===== config.mk =====
export PLATFORM = sky130hd
export DESIGN_NAME = rs_wakeup_select
export DESIGN_NICKNAME = d
export VERILOG_FILES = /design/src/rtl/sys_defs.sv /design/src/rtl/rs_entry.sv /design/src/rtl/rs_wakeup_select.sv
export SDC_FILE = /design/constraint.sdc
export NUM_CORES = 1
export LEC_CHECK = 0
export CAP_MARGIN = 20
export CORE_UTILIZATION = 29
export DETAILED_ROUTE_END_ITERATION = 16
export DONT_BUFFER_PORTS = 1
export MAX_ROUTING_LAYER = met4
export SLEW_MARGIN = 20
export SYNTH_ARGS = -nofsm -noshare
export SYNTH_HDL_FRONTEND = slang
export SYNTH_SLANG_ARGS = --single-unit

===== constraint.sdc =====
create_clock -name clock -period 3.6 [get_ports clock]
set_input_delay 0.54 -clock clock [delete_from_list [all_inputs] [get_ports clock]]
set_output_delay 0.54 -clock clock [all_outputs]
set_load 0.1 [all_outputs]

===== src/rtl/sys_defs.sv =====
// Shared definitions for the reservation-station slice: default sizes and the
// per-entry record held by each rs_entry.
package sys_defs;

  localparam int DEF_RS_SIZE   = 4;
  localparam int DEF_TAG_W     = 6;
  localparam int DEF_PAYLOAD_W = 32;

  typedef struct packed {
    logic                     valid;
    logic [DEF_TAG_W-1:0]     tag1;
    logic                     rdy1;
    logic [DEF_TAG_W-1:0]     tag2;
    logic                     rdy2;
    logic [DEF_PAYLOAD_W-1:0] payload;
  } rs_entry_t;

endpackage


===== src/rtl/rs_entry.sv =====
// One reservation-station slot: stores a dispatched instruction, snoops the CDB
// for its two source tags, and is cleared on issue or flush.
module rs_entry
  import sys_defs::*;
(
  input  logic                     clock,
  input  logic                     reset,
  input  logic                     flush,
  input  logic                     wr_en,
  input  logic [DEF_PAYLOAD_W-1:0] wr_payload,
  input  logic [DEF_TAG_W-1:0]     wr_tag1,
  input  logic                     wr_rdy1,
  input  logic [DEF_TAG_W-1:0]     wr_tag2,
  input  logic                     wr_rdy2,
  input  logic                     cdb_valid,
  input  logic [DEF_TAG_W-1:0]     cdb_tag,
  input  logic                     clr,
  output rs_entry_t                entry
);

  logic bypass1;
  logic bypass2;

  // A broadcast in the dispatch cycle would otherwise be missed by the new entry.
  assign bypass1 = cdb_valid && (cdb_tag == wr_tag1);
  assign bypass2 = cdb_valid && (cdb_tag == wr_tag2);

  always_ff @(posedge clock or negedge reset) begin
    if (!reset) begin
      entry <= '0;
    end else if (flush) begin
      entry.valid <= 1'b0;
    end else if (wr_en) begin
      entry.valid   <= 1'b1;
      entry.tag1    <= wr_tag1;
      entry.rdy1    <= wr_rdy1 | bypass1;
      entry.tag2    <= wr_tag2;
      entry.rdy2    <= wr_rdy2 | bypass2;
      entry.payload <= wr_payload;
    end else if (clr) begin
      entry.valid <= 1'b0;
    end else if (entry.valid && cdb_valid) begin
      if (cdb_tag == entry.tag1) entry.rdy1 <= 1'b1;
      if (cdb_tag == entry.tag2) entry.rdy2 <= 1'b1;
    end
  end

endmodule


===== src/rtl/rs_wakeup_select.sv =====
// Reservation-station entry bank: dispatch into the lowest free slot, CDB wakeup,
// ready vector out to the selector, and one-hot grant into a valid/ready issue register.
module rs_wakeup_select
  import sys_defs::*;
#(
  parameter int RS_SIZE   = DEF_RS_SIZE,
  parameter int TAG_W     = DEF_TAG_W,
  parameter int PAYLOAD_W = DEF_PAYLOAD_W
) (
  input  logic                       clock,
  input  logic                       reset,
  input  logic                       flush,
  input  logic                       disp_valid,
  output logic                       disp_ready,
  input  logic [PAYLOAD_W-1:0]       disp_payload,
  input  logic [TAG_W-1:0]           disp_tag1,
  input  logic                       disp_rdy1,
  input  logic [TAG_W-1:0]           disp_tag2,
  input  logic                       disp_rdy2,
  input  logic                       cdb_valid,
  input  logic [TAG_W-1:0]           cdb_tag,
  output logic [RS_SIZE-1:0]         sel_req,
  output logic                       sel_en,
  input  logic [RS_SIZE-1:0]         sel_gnt,
  output logic                       iss_valid,
  output logic [PAYLOAD_W-1:0]       iss_payload,
  input  logic                       iss_ready,
  output logic [$clog2(RS_SIZE)+1-1:0] free_count
);

  localparam int CNT_W = $clog2(RS_SIZE) + 1;

  rs_entry_t              ent [RS_SIZE];
  logic [RS_SIZE-1:0]     freeVec;
  logic [RS_SIZE-1:0]     allocVec;
  logic [RS_SIZE-1:0]     wrVec;
  logic [RS_SIZE-1:0]     clrVec;
  logic                   dispFire;
  logic                   gntOneHot;
  logic                   gntTake;
  logic [PAYLOAD_W-1:0]   issNext;
  logic                   allocFound;
  logic [CNT_W-1:0]       freeCnt;

  always_comb begin
    for (int i = 0; i < RS_SIZE; i++) begin
      freeVec[i] = ~ent[i].valid;
      sel_req[i] = ent[i].valid & ent[i].rdy1 & ent[i].rdy2;
    end
  end

  // Lowest-index free slot; freeVec is registered so a slot vacated by this
  // cycle's issue only becomes allocatable next cycle.
  always_comb begin
    allocVec   = '0;
    allocFound = 1'b0;
    for (int i = 0; i < RS_SIZE; i++) begin
      if (freeVec[i] && !allocFound) begin
        allocVec[i] = 1'b1;
        allocFound  = 1'b1;
      end
    end
  end

  always_comb begin
    freeCnt = '0;
    for (int i = 0; i < RS_SIZE; i++) begin
      freeCnt = freeCnt + CNT_W'(freeVec[i]);
    end
  end

  assign free_count = freeCnt;
  assign disp_ready = |freeVec;
  assign dispFire   = disp_valid && disp_ready;
  assign sel_en     = ~iss_valid | iss_ready;

  // Malformed grants (multi-hot, or to a non-requesting slot) are dropped whole.
  assign gntOneHot = (sel_gnt != '0) && ((sel_gnt & (sel_gnt - RS_SIZE'(1))) == '0);
  assign gntTake   = sel_en && gntOneHot && ((sel_gnt & ~sel_req) == '0);
  assign wrVec     = dispFire ? allocVec : '0;
  assign clrVec    = gntTake ? sel_gnt : '0;

  always_comb begin
    issNext = '0;
    for (int i = 0; i < RS_SIZE; i++) begin
      if (sel_gnt[i]) issNext = issNext | ent[i].payload;
    end
  end

  for (genvar g = 0; g < RS_SIZE; g++) begin : g_entry
    rs_entry u_entry (
      .clock      (clock),
      .reset      (reset),
      .flush      (flush),
      .wr_en      (wrVec[g]),
      .wr_payload (disp_payload),
      .wr_tag1    (disp_tag1),
      .wr_rdy1    (disp_rdy1),
      .wr_tag2    (disp_tag2),
      .wr_rdy2    (disp_rdy2),
      .cdb_valid  (cdb_valid),
      .cdb_tag    (cdb_tag),
      .clr        (clrVec[g]),
      .entry      (ent[g])
    );
  end

  always_ff @(posedge clock or negedge reset) begin
    if (!reset) begin
      iss_valid   <= 1'b0;
      iss_payload <= '0;
    end else if (flush) begin
      iss_valid <= 1'b0;
    end else if (gntTake) begin
      iss_valid   <= 1'b1;
      iss_payload <= issNext;
    end else if (iss_ready) begin
      iss_valid <= 1'b0;
    end
  end

endmodule

## After elaboration in Yosys (flattened, before gate mapping)

Cells that the tools add are included.

| cells by class | value |
|---|---|
| shift operators | 0 |
| div/mod/pow operators | 0 |
| mux-type cells | 59 |
| $lt $le $gt $ge | 0 |
| bitwise gates (word level) | 23 |
| multipliers | 0 |
| equal/unequal tests | 14 |
| add/subtract/negate cells | 4 |
| reduce and logical (&&, ||, !) cells | 49 |

Operators by type and width:

| operator | count |
|---|---|
| $mux W32 | 4 |
| $or A32 B32 Y32 | 3 |
| $eq A6 B6 Y1 | 10 |
| $mux W1 | 53 |
| $reduce_and A4 Y1 | 8 |
| $reduce_bool A2 Y1 | 12 |
| $reduce_bool A3 Y1 | 5 |
| $logic_and A1 B1 Y1 | 13 |
| $reduce_and A2 Y1 | 5 |
| $and A1 B1 Y1 | 8 |
| $and A4 B4 Y4 | 2 |
| $logic_not A4 Y1 | 2 |
| $mux W4 | 2 |
| $ne A2 B2 Y1 const B | 4 |
| $not A1 Y1 | 6 |
| $not A4 Y4 | 1 |
| $reduce_bool A4 Y1 | 1 |
| $reduce_or A4 Y1 | 1 |
| $sub A4 B1 Y4 const B | 1 |
| $add A2 B1 Y3 | 1 |
| $add A3 B1 Y3 | 1 |
| $or A1 B1 Y1 | 3 |
| $add A1 B1 Y2 | 1 |
| $logic_not A1 Y1 | 2 |

| word-level totals | value |
|---|---|
| bits in writable memories | 0 |
| bits of input ports | 62 |
| memories | 0 |
| memory bits (read-only) | 0 |
| register bits | 221 |
| logic and storage cells | 175 |
| output and inout bits | 42 |
| latch bits | 0 |

## Logic depth before layout (Yosys ltp)

Gate-level depths: netlist (run 1).

| logic depth | value |
|---|---|
| word-level depth | 12 |
| gate-level depth with buffers | 8 |

## Modules after synthesis

From an unflattened synthesis (run 1), not the netlist that was laid out.

| unflattened totals | value |
|---|---|
| cell total of the unflattened synthesis | 775 |
| area total of the unflattened synthesis | 10550.1 µm² |

Modules (own cells, without submodules):

| module | instances | sequential area each (µm²) | area each (µm²) | cells an instance |
|---|---|---|---|---|
| rs_entry | 4 | 1176.1 | 2059.5 | 139 |
| rs_wakeup_select | 1 | 825.8 | 2312.2 | 219 |

## Least setup slack after synthesis (run 1)

Ideal clock, no wire load.

| timing path | value |
|---|---|
| path type | reg-to-reg |
| from | reg iss_valid |
| to | reg iss_payload[0] |
| setup time | 126 ps |
| arrival | 2807 ps |
| path buffers | 1 |
| period minus slack after synthesis | 2933 ps |
| cell stages (with the launch flop) | 6 |
| setup slack | 667 ps |
| cell sequence | dfrtp_1 > or2b_1 > nand4_4 > nor3_4 > buf_12 > mux2_4 |

| between the ends | value |
|---|---|
| cells in the longest elaborated chain, start to end | 5 |

RTL lines:

| what | line | RTL |
|---|---|---|
| start, declared | rs_wakeup_select.sv:25 | `output logic iss_valid,` |
| start signal, assigned | rs_wakeup_select.sv:110 | `iss_valid <= 1'b0;` |
| start signal, assigned | rs_wakeup_select.sv:113 | `iss_valid <= 1'b0;` |
| start signal, assigned | rs_wakeup_select.sv:115 | `iss_valid <= 1'b1;` |
| $not A1 Y1 | rs_wakeup_select.sv:75 | `assign sel_en = ~iss_valid \| iss_ready;` |
| $or A1 B1 Y1 | rs_wakeup_select.sv:75 |  |
| via sel_en | rs_wakeup_select.sv:23 | `output logic sel_en,` |
| $logic_and A1 B1 Y1 (2 in a row) | rs_wakeup_select.sv:79 | `assign gntTake = sel_en && gntOneHot && ((sel_gnt & ~sel_req) == '0);` |
| $reduce_and A2 Y1 (no line) | - |  |
| end signal, assigned | rs_wakeup_select.sv:116 | `iss_payload <= issNext;` |
| end, declared | rs_wakeup_select.sv:26 | `output logic [PAYLOAD_W-1:0] iss_payload,` |

The timed path passes the listed nets, and every way through them passes these cells.
A chain may end at the register's enable or synchronous reset.

## Final worst setup path (run 1)

| timing path | value |
|---|---|
| from | reg g_entry[2].u_entry.entry[46] (netlist name) |
| to | out free_count[0] |

| between the ends | value |
|---|---|
| cells in the longest elaborated chain, start to end | 3 |

RTL lines:

| what | line | RTL |
|---|---|---|
| start, declared | rs_entry.sv:18 | `output rs_entry_t entry` |
| $not A1 Y1 | rs_wakeup_select.sv:47 | `freeVec[i] = ~ent[i].valid;` |
| $add A2 B1 Y3 | rs_wakeup_select.sv:68 | `freeCnt = freeCnt + CNT_W'(freeVec[i]);` |
| $add A3 B1 Y3 | rs_wakeup_select.sv:68 |  |
| end, declared | rs_wakeup_select.sv:28 | `output logic [$clog2(RS_SIZE)+1-1:0] free_count` |

Every way passes these cells.

==> results.cfg, run 1 <==
[timing]
maximum_clock_rate_mhz = 335
worst_clock_skew_ns = 0.0125
finalSetupViolations = 0
maxSlewViolCount = 0
setup-tns-final_ns = 0
layout_worst_path_cycle_share_pct = 83.0
crit_path_setup_slack_layout_ns = 0.613
tightest_slew_ns = 1.06
timing.max_slew.rel_slack_pct = 29.3
finalHoldWorstSlack_ns = -0.289
timing.final.crit_period_ns = 2.99
rsz0062_at_grt = no
finalHoldViolCount = 221

[clock_network]
cts_post_setup_buffers_inserted = 0
cts_sinks = 221
cts_buffer_depth = 3
clkLatencyLatePin_ns = 0.53
tritoncts.num_buffers = 26
post_cts_resize_count = 0
tritoncts = done
cts-htree-levels = 1
clkSlewWorstSetupHoldPaths_ns = 0.06
clock_tree.root_cell = sky130_fd_sc_hd__clkbuf_16

[route]
routed-wl-met2_mm = 10.6
highest_metal_layer_used_by_the_detailed_router = met4
ant_nets = 0
wire_per_inst_um = 19.5
wl_met1_mm = 10.6
total_met3_wirelength_after_detailed_routing_mm = 1.38
vias = 5818
route.detailed.drc = 0
detailedRoute.firstPassIterationCount = 4
detail_route.wirelength_mm = 23.2
drt_initial_violations = 275
routed_via_density = 4.89

[setup_path]
critical_path.endpoint_type = output port
r2r_slack_ns = 1.06
worst_setup_path_start_kind = flip-flop
data_required_time_at_the_worst_endpoint_ns = 3.06
timing.setup.critical_path_class = reg -> out
critical_path_arrival_ns = 2.45
critical_path_fanout_max = 6

[power_and_ir_drop]
power.net_switching_mw = 2.23
internal-power_mw = 5.03
power.static_leakage_nw = 4.97
maximum_vdd_drop_v = 0.000358
design_power_total_mw = 7.26
pwr-share-seq_pct = 52.5
clock_power_share_pct = 35.4
power_density_nw_per_um2 = 640
combPwrFrac_pct = 12.1
power_switching_share_pct = 30.8

[yosys]
netlist_top_cells_area = sky130_fd_sc_hd__dfrtp_1 55%, sky130_fd_sc_hd__mux2_2 20%, sky130_fd_sc_hd__a22oi_1 4.8%, sky130_fd_sc_hd__mux2_4 4.5%, sky130_fd_sc_hd__xnor2_1 3.6%
yosysMostFrequentCell = sky130_fd_sc_hd__dfrtp_1
synth_edf_count = 0
most_instantiated_cells_after_synthesis = 221 x sky130_fd_sc_hd__dfrtp_1, 178 x sky130_fd_sc_hd__mux2_2, 64 x sky130_fd_sc_hd__a22oi_1
cells_after_synth = 729
netlist_area_um2 = 10000
synth_ff_type = sky130_fd_sc_hd__dfrtp_1
portion_of_the_post_synthesis_area_used_by_sequential_elements_pct = 55.0
synth_cell_type_count = 44
synthDominantCellAreaShare_pct = 55.0
synth-seq-cells = 221
synth.avg_cell_area_um2 = 13.8
synth_area_leader_cell = sky130_fd_sc_hd__dfrtp_1
synth-async-reset-ratio_pct = 100
synth-warning-count = 0
postSynthNetCount = 795

[layout]
drive_above_1_share_pct = 36.6
antennaDiodeCount = 0
design.final.nets = 791
ff_latch_area_um2 = 5530
multi_input_combinational_cell_area_um2 = 4240
fillCellCount = 3296
flow.area_growth_from_synthesis_pct = 12.9

[die]
floorplan.die.height_um = 188
area_inside_the_core_boundary_um2 = 33800
initial_utilization_pct = 29.7
fp.dieW_um = 188
die_area_um2 = 35400
io-pin-count = 104
floorplan.rows = 67

[global_routing]
grt_start_max_net_pins = 222
antenna_found_initial = 0
first_global_vias = 6128
grt_overflow = 0
grtUsageTotal_pct = 13.8
grt_pass1_wl_mm = 37.1

[worst_hold_path]
min_path_type = in -> async

[run_status]
status = complete, but fails checks
failed_checks = negative hold slack

[place]
hpwlAfterDp_mm = 14.3
port_buffers = 0
finalWeightedCongestion = 0.804
place_ws_ns = 1.06

[flow_run]
cap_viol_max_count = 0
## power by group through the flow
| stage | clock (mW) | combinational, mW | sequential, mW |
|---|---|---|---|
| final | 2.57 | 0.882 | 3.81 |
| after global routing | 2.77 | 0.968 | 3.87 |
| after CTS | 2.66 | 0.893 | 3.81 |
| after detailed placement | 0 | 0.891 | 3.86 |
| after global placement | 0 | 0.870 | 3.84 |
| after floorplan | 0 | 0.820 | 3.78 |
## flip-flops by register name, indices dropped and copies added, names as in the netlist
| register | cells |
|---|---|
| g_entry.u_entry.entry | 188 |
| iss_payload | 32 |
| iss_valid | 1 |
## placed cells by master (no fill, tap or decap), types with 2 or more instances in the layout
master	n
sky130_fd_sc_hd__a211oi_1	2
sky130_fd_sc_hd__a21oi_1	5
sky130_fd_sc_hd__a22oi_1	64
sky130_fd_sc_hd__a2bb2oi_1	3
sky130_fd_sc_hd__and3_1	4
sky130_fd_sc_hd__buf_12	3
sky130_fd_sc_hd__buf_4	11
sky130_fd_sc_hd__clkbuf_1	6
sky130_fd_sc_hd__clkbuf_16	27
sky130_fd_sc_hd__clkbuf_8	6
sky130_fd_sc_hd__clkinvlp_4	3
sky130_fd_sc_hd__dfrtp_1	221
sky130_fd_sc_hd__ha_1	3
sky130_fd_sc_hd__inv_1	7
sky130_fd_sc_hd__mux2_2	178
sky130_fd_sc_hd__mux2_4	30
sky130_fd_sc_hd__mux2i_1	4
sky130_fd_sc_hd__nand2_1	40
sky130_fd_sc_hd__nand2b_1	3
sky130_fd_sc_hd__nand3_1	9
sky130_fd_sc_hd__nand4_1	11
sky130_fd_sc_hd__nor2_1	4
sky130_fd_sc_hd__nor2_4	3
sky130_fd_sc_hd__nor3_1	2
sky130_fd_sc_hd__nor4_1	4
sky130_fd_sc_hd__o21ai_0	6
sky130_fd_sc_hd__o21ba_2	2
sky130_fd_sc_hd__o21bai_1	2
sky130_fd_sc_hd__or4_1	4
sky130_fd_sc_hd__xnor2_1	41
sky130_fd_sc_hd__xor2_1	19
## path summary, 6_finish.rpt
check                                             startpoint                      endpoint  depth (start not counted)
worst min-delay path                                   reset  g_entry[3].u_entry.entry[40]                          0
max in group asynchronous                              reset  g_entry[0].u_entry.entry[17]                          0
worst max register to register  g_entry[2].u_entry.entry[46]               iss_payload[17]                          7
min in group clock                                     flush  g_entry[3].u_entry.entry[46]                          1
worst min register to register  g_entry[3].u_entry.entry[30]  g_entry[3].u_entry.entry[30]                          1
worst max-delay path            g_entry[2].u_entry.entry[46]                 free_count[0]                          3
## layer usage
metal / global-route usage [%] / vias to the layer above
li1: - / 2622
met1: 17.9 / 3019
met2: 21.0 / 131
met3: 3.56 / 46
met4: 4.50 / 0
met5: - / -
## metrics by stage
step	util, %	cells	hold WS [ns]	instance area (um2)
6_report	33.6	1189	-0.289	11300
5_1_grt	33.6	1189	-0.324	11300
3_5_place_dp	31.1	1145	0.254	10500
2_1_floorplan	-	729	0.244	10000
3_3_place_gp	31.1	1145	0.253	10500
4_1_cts	33.6	1189	-0.316	11300
## worst max-delay path: stages (launching register included)
cell and delay, ns:
sky130_fd_sc_hd__dfrtp_1 0.44, sky130_fd_sc_hd__inv_1 0.12, sky130_fd_sc_hd__fa_1 0.48, sky130_fd_sc_hd__ha_1 0.87
## cells by family (layout without fill, tap and decap cells)
kind of cell    after synthesis  in the layout  share of synthesized area (%)
mux                         212            212                           24.8
flops                       221            221                           55.0
xor+xnor                     61             61                           5.39
simple gates                 92             92                           5.01
buf+inv                      53             65                           2.95
compound gates               86             86                           6.21
fa+ha+maj                     4              4                          0.573
## cell type report
| cell class | count | area share (%) |
|---|---|---|
| repair buffers | 14 | 1.26 |
| well taps | 448 | 4.94 |
| flip-flops and latches | 221 | 48.8 |
| clock buffers | 39 | 6.88 |
| inverters | 7 | 0.232 |
| clock inverters | 5 | 0.541 |
| multi-input cells | 455 | 37.4 |
Power figures use the tool's default switching activity.
==> run 2, diff against run 1 <==
==> constraint.sdc (replaced) <==
create_clock -name clock -period 2.95 [get_ports clock]
set_input_delay 0.4425 -clock clock [delete_from_list [all_inputs] [get_ports clock]]
set_output_delay 0.4425 -clock clock [all_outputs]
set_load 0.1 [all_outputs]
==> run 2 against run 1 <==
Compared with the run above: the flow still finishes with violations (negative hold slack); count of clock-buffer cells in the layout decreased by 9; utilization is 0.14 points higher; wire length rose by 1.6%; final area grew 0.41%; clock skew hardly changed; first-iteration DRC count up 6.2%; sequential share of layout area is 0.20 points lower; highest routed layer unchanged; largest power group unchanged; cell count increased by 0.25%; via count up 0.36%.
==> results.cfg, run 2 (synthesis gave the netlist of run 1 again) <==
[run_status]
status = complete, but fails checks
failed_checks = negative hold slack

[route]
detail_route.wirelength_mm = 23.5
routed_via_density = 4.90
route.detailed.drc = 0
highest_metal_layer_used_by_the_detailed_router = met4
routed-wl-met2_mm = 11.4
drt_initial_violations = 292
wl_met1_mm = 10.4
detailedRoute.firstPassIterationCount = 4
ant_nets = 0
total_met3_wirelength_after_detailed_routing_mm = 1.30
wire_per_inst_um = 19.8
vias = 5839

[setup_path]
timing.setup.critical_path_class = reg -> out
data_required_time_at_the_worst_endpoint_ns = 2.51
critical_path.endpoint_type = output port
r2r_slack_ns = 0.75
critical_path_arrival_ns = 2.31
critical_path_fanout_max = 6
worst_setup_path_start_kind = flip-flop

[timing]
timing.max_slew.rel_slack_pct = 35.3
timing.final.crit_period_ns = 2.76
maximum_clock_rate_mhz = 363
finalHoldWorstSlack_ns = -0.370
tightest_slew_ns = 0.970
worst_clock_skew_ns = 0.0130
finalSetupViolations = 0
rsz0062_at_grt = no
layout_worst_path_cycle_share_pct = 93.5
crit_path_setup_slack_layout_ns = 0.193
setup-tns-final_ns = 0
maxSlewViolCount = 0
finalHoldViolCount = 221

[clock_network]
tritoncts = done
holdBufCountCts = 1
clkSlewWorstSetupHoldPaths_ns = 0.06
cts_buffer_depth = 3
tritoncts.num_buffers = 25
clock_tree.root_cell = sky130_fd_sc_hd__clkbuf_16
cts-htree-levels = 1
cts_sinks = 221
cts_post_setup_buffers_inserted = 0
clkLatencyLatePin_ns = 0.52

[global_routing]
grtUsageTotal_pct = 13.9
antenna_found_initial = 0
grt_pass1_wl_mm = 37.5
grt_start_max_net_pins = 222
first_global_vias = 6199
grt_overflow = 0

[flow_run]
cap_viol_max_count = 0

[layout]
largest-register = g_entry.u_entry.entry
largest_register_ff_count = 188
largestRegisters = g_entry.u_entry.entry (188), iss_payload (32), iss_valid (1)
final_common_cell = sky130_fd_sc_hd__dfrtp_1
top_library_cells_by_usage_in_the_layout_fill_and_taps_aside = 221 x sky130_fd_sc_hd__dfrtp_1, 178 x sky130_fd_sc_hd__mux2_2, 64 x sky130_fd_sc_hd__a22oi_1
design.final.nets = 794
flow.area_growth_from_synthesis_pct = 13.3
antennaDiodeCount = 0
drive_above_1_share_pct = 37.1

[place]
finalWeightedCongestion = 0.835
hpwlAfterDp_mm = 14.3
place_ws_ns = 0.734
port_buffers = 0

[die]
die_area_um2 = 35400
floorplan.rows = 67
fp.dieW_um = 188
area_inside_the_core_boundary_um2 = 33800
floorplan.die.height_um = 188
io-pin-count = 104
initial_utilization_pct = 29.7

[power_and_ir_drop]
design_power_total_mw = 9.09
maximum_vdd_drop_v = 0.000563
power_density_nw_per_um2 = 798
power.static_leakage_nw = 5.01

[worst_hold_path]
min_path_type = in -> async
## run 2: path summary, 6_finish.rpt
check | from | to | cells after the start
max in group asynchronous | reset | g_entry[3].u_entry.entry[10] | 0
hold / removal | reset | g_entry[0].u_entry.entry[33] | 0
setup / recovery | g_entry[2].u_entry.entry[46] | free_count[1] | 5
setup reg to reg | g_entry[0].u_entry.entry[46] | iss_payload[18] | 6
hold reg to reg | g_entry[3].u_entry.entry[27] | g_entry[3].u_entry.entry[27] | 1
min in group clock | disp_payload[24] | g_entry[2].u_entry.entry[24] | 1
## run 2: metrics by stage
step	hold slack (ns)	cells	instance area, um2	utilization [%]
after floorplan	0.147	729	10000	-
after CTS	-0.409	1192	11400	33.7
after detailed placement	0.153	1148	10500	31.0
final	-0.370	1192	11400	33.7
after global routing	-0.395	1192	11400	33.7
after global placement	0.153	1148	10500	31.0
## run 2: metal layers
layer	vias up	track usage [%]
li1	2622	-
met1	3068	17.5
met2	121	22.8
met3	28	2.98
met4	0	3.41
met5	-	-
## run 2: timing repair
action / CTS / global route
endpoints found under the hold margin: 225 / 221
setup endpoints to repair: 0 / 0
gates resized for setup: 0 / 0
## run 2: worst max-delay path, stage by stage, from the launching register on
cell and delay [ns]:
sky130_fd_sc_hd__dfrtp_1 0.44, sky130_fd_sc_hd__inv_1 0.11, sky130_fd_sc_hd__fa_1 0.50, sky130_fd_sc_hd__ha_1 0.20
sky130_fd_sc_hd__ha_1 0.27, sky130_fd_sc_hd__buf_4 0.28
## run 2: layout make-up
class	count	area (um2)
flip-flops and latches	221	5530
clock inverters	13	229
well taps	448	561
clock buffers	30	664
fillers	3291	22400
inverters	7	26.3
repair buffers	18	138
multi-input cells	455	4240
## run 2: power breakdown
group | switching, mW | leakage [nW] | total [mW] | internal [mW]
registers | 1.09 | 2.82 | 4.64 | 3.55
clock network | 1.25 | 0.435 | 3.37 | 2.13
logic | 0.392 | 1.75 | 1.08 | 0.684
total | 2.73 | 5.01 | 9.09 | 6.36
==> run 3, diff against run 2 <==
--- a/config.mk
+++ b/config.mk
@@ -10,6 +10,7 @@
 export DETAILED_ROUTE_END_ITERATION = 16
 export DONT_BUFFER_PORTS = 1
 export MAX_ROUTING_LAYER = met4
+export REMOVE_ABC_BUFFERS = 1
 export SLEW_MARGIN = 20
 export SYNTH_ARGS = -nofsm -noshare
 export SYNTH_HDL_FRONTEND = slang
==> run 3 against run 2 <==
Compared with the run above: first-iteration DRC count grew 22%; highest routed layer unchanged; critical path depth did not move; via count shrank 0.60%; sequential power about the same; the flow still finishes with violations (negative hold slack).
==> results.cfg, run 3 (synthesis gave the netlist of run 1 again) <==
[layout]
design.final.nets = 790
largest_register_ff_count = 188
largest-register = g_entry.u_entry.entry
largestRegisters = g_entry.u_entry.entry (188), iss_payload (32), iss_valid (1)
drive_above_1_share_pct = 36.2
flow.area_growth_from_synthesis_pct = 12.4
final_common_cell = sky130_fd_sc_hd__dfrtp_1
antennaDiodeCount = 0
top_library_cells_by_usage_in_the_layout_fill_and_taps_aside = 221 x sky130_fd_sc_hd__dfrtp_1, 178 x sky130_fd_sc_hd__mux2_2, 64 x sky130_fd_sc_hd__a22oi_1
fillCellCount = 3251
finalNonFillerCells = 1188

[timing]
tightest_slew_ns = 0.988
timing.final.crit_period_ns = 2.70
setup-tns-final_ns = 0
maximum_clock_rate_mhz = 370
rsz0062_at_grt = no
layout_worst_path_cycle_share_pct = 91.6
finalSetupViolations = 0
finalHoldViolCount = 221
worst_clock_skew_ns = 0.00786
timing.max_slew.rel_slack_pct = 34.2
finalHoldWorstSlack_ns = -0.371
maxSlewViolCount = 0

[place]
numPlacedInstances = 1144
hpwlAfterDp_mm = 13.5
finalWeightedCongestion = 0.794
port_buffers = 0

[die]
initial_utilization_pct = 29.7
io-pin-count = 104
floorplan.die.height_um = 188
die_area_um2 = 35400
area_inside_the_core_boundary_um2 = 33800
floorplan.rows = 67
fp.dieW_um = 188

[setup_path]
critical_path_arrival_ns = 2.26
critical_path_fanout_max = 8
data_required_time_at_the_worst_endpoint_ns = 2.51
timing.setup.critical_path_class = reg -> out
worst_setup_path_start_kind = flip-flop
r2r_slack_ns = 0.81
critical_path.endpoint_type = output port

[route]
wire_per_inst_um = 19.3
vias = 5804
route.detailed.drc = 0
detailedRoute.firstPassIterationCount = 5
detail_route.wirelength_mm = 22.9
routed_via_density = 4.89
drt_initial_violations = 357
ant_nets = 0

[clock_network]
holdBufCountCts = 1
cts_sinks = 221
post_cts_resize_count = 0
clkSlewWorstSetupHoldPaths_ns = 0.06
tritoncts = done
clock_tree.root_cell = sky130_fd_sc_hd__clkbuf_16
cts-htree-levels = 1
cts_buffer_depth = 3
cts_post_setup_buffers_inserted = 0
clkLatencyLatePin_ns = 0.51
tritoncts.num_buffers = 25

[power_and_ir_drop]
design_power_total_mw = 8.70
power_density_nw_per_um2 = 770
maximum_vdd_drop_v = 0.000423
power.static_leakage_nw = 4.95

[flow_run]
cap_viol_max_count = 0

[global_routing]
grt_start_max_net_pins = 222
antenna_found_initial = 0
grt_pass1_wl_mm = 37.2
grtUsageTotal_pct = 13.8
grt_overflow = 0
first_global_vias = 6268

[run_status]
status = complete, but fails checks
failed_checks = negative hold slack

[worst_hold_path]
min_path_type = in -> async
-- run 3: cell types whose count changed in the layout (fill, tap and decap cells not counted), sizes merged --
cell,change
clkinv,-1
clkinvlp,-1
bufinv,-5
clkbuf,+7
buf,-4
-- run 3: final timing paths --
kind,start,to,cells past startpoint
max,g_entry[0].u_entry.entry[46],free_count[1],5
min,reset,g_entry[1].u_entry.entry[35],0
max reg2reg,g_entry[0].u_entry.entry[46],iss_payload[17],6
min reg2reg,g_entry[3].u_entry.entry[39],g_entry[3].u_entry.entry[39],2
max in group asynchronous,reset,g_entry[2].u_entry.entry[1],0
min in group clock,disp_tag2[2],g_entry[3].u_entry.entry[35],1
-- run 3: critical path, cell delays in order (launching register included) --
cell	delay (ns)
sky130_fd_sc_hd__dfrtp_1	0.48
sky130_fd_sc_hd__inv_1	0.09
sky130_fd_sc_hd__fa_1	0.43
sky130_fd_sc_hd__ha_1	0.19
sky130_fd_sc_hd__ha_1	0.27
sky130_fd_sc_hd__buf_4	0.28
-- run 3: layer usage --
metal | global-route usage, % | wire [um]
met5 | - | 0
met4 | 3.97 | 539
met3 | 4.10 | 1580
met2 | 21.7 | 10600
met1 | 16.9 | 10300
-- run 3: power by group --
group | switching, mW | total [mW] | internal [mW]
sequential | 1.10 | 4.65 | 3.55
combinational | 0.392 | 1.08 | 0.686
clock | 1.20 | 2.97 | 1.77
total | 2.70 | 8.70 | 6.01
-- run 3: layout make-up --
type	count	area, um2	share of cell area, %
Clock buffer	37	721	6.38
Timing Repair Buffer	14	158	1.40
Inverter	7	26.3	0.233
Tap cell	448	561	4.96
Clock inverter	6	62.6	0.554
Sequential cell	221	5530	48.9
Multi-Input combinational cell	455	4240	37.5
-- run 3: per-stage QoR --
stage          util (%)  instance area (um2)  hold slack [ns]  setup slack (ns)
2_1_floorplan         -                 9780            0.147             -1.59
3_3_place_gp       31.1                10500            0.155             0.787
3_5_place_dp       31.1                10500            0.151             0.775
4_1_cts            33.4                11300           -0.404             0.214
5_1_grt            33.4                11300           -0.407             0.150
6_report           33.4                11300           -0.371             0.248
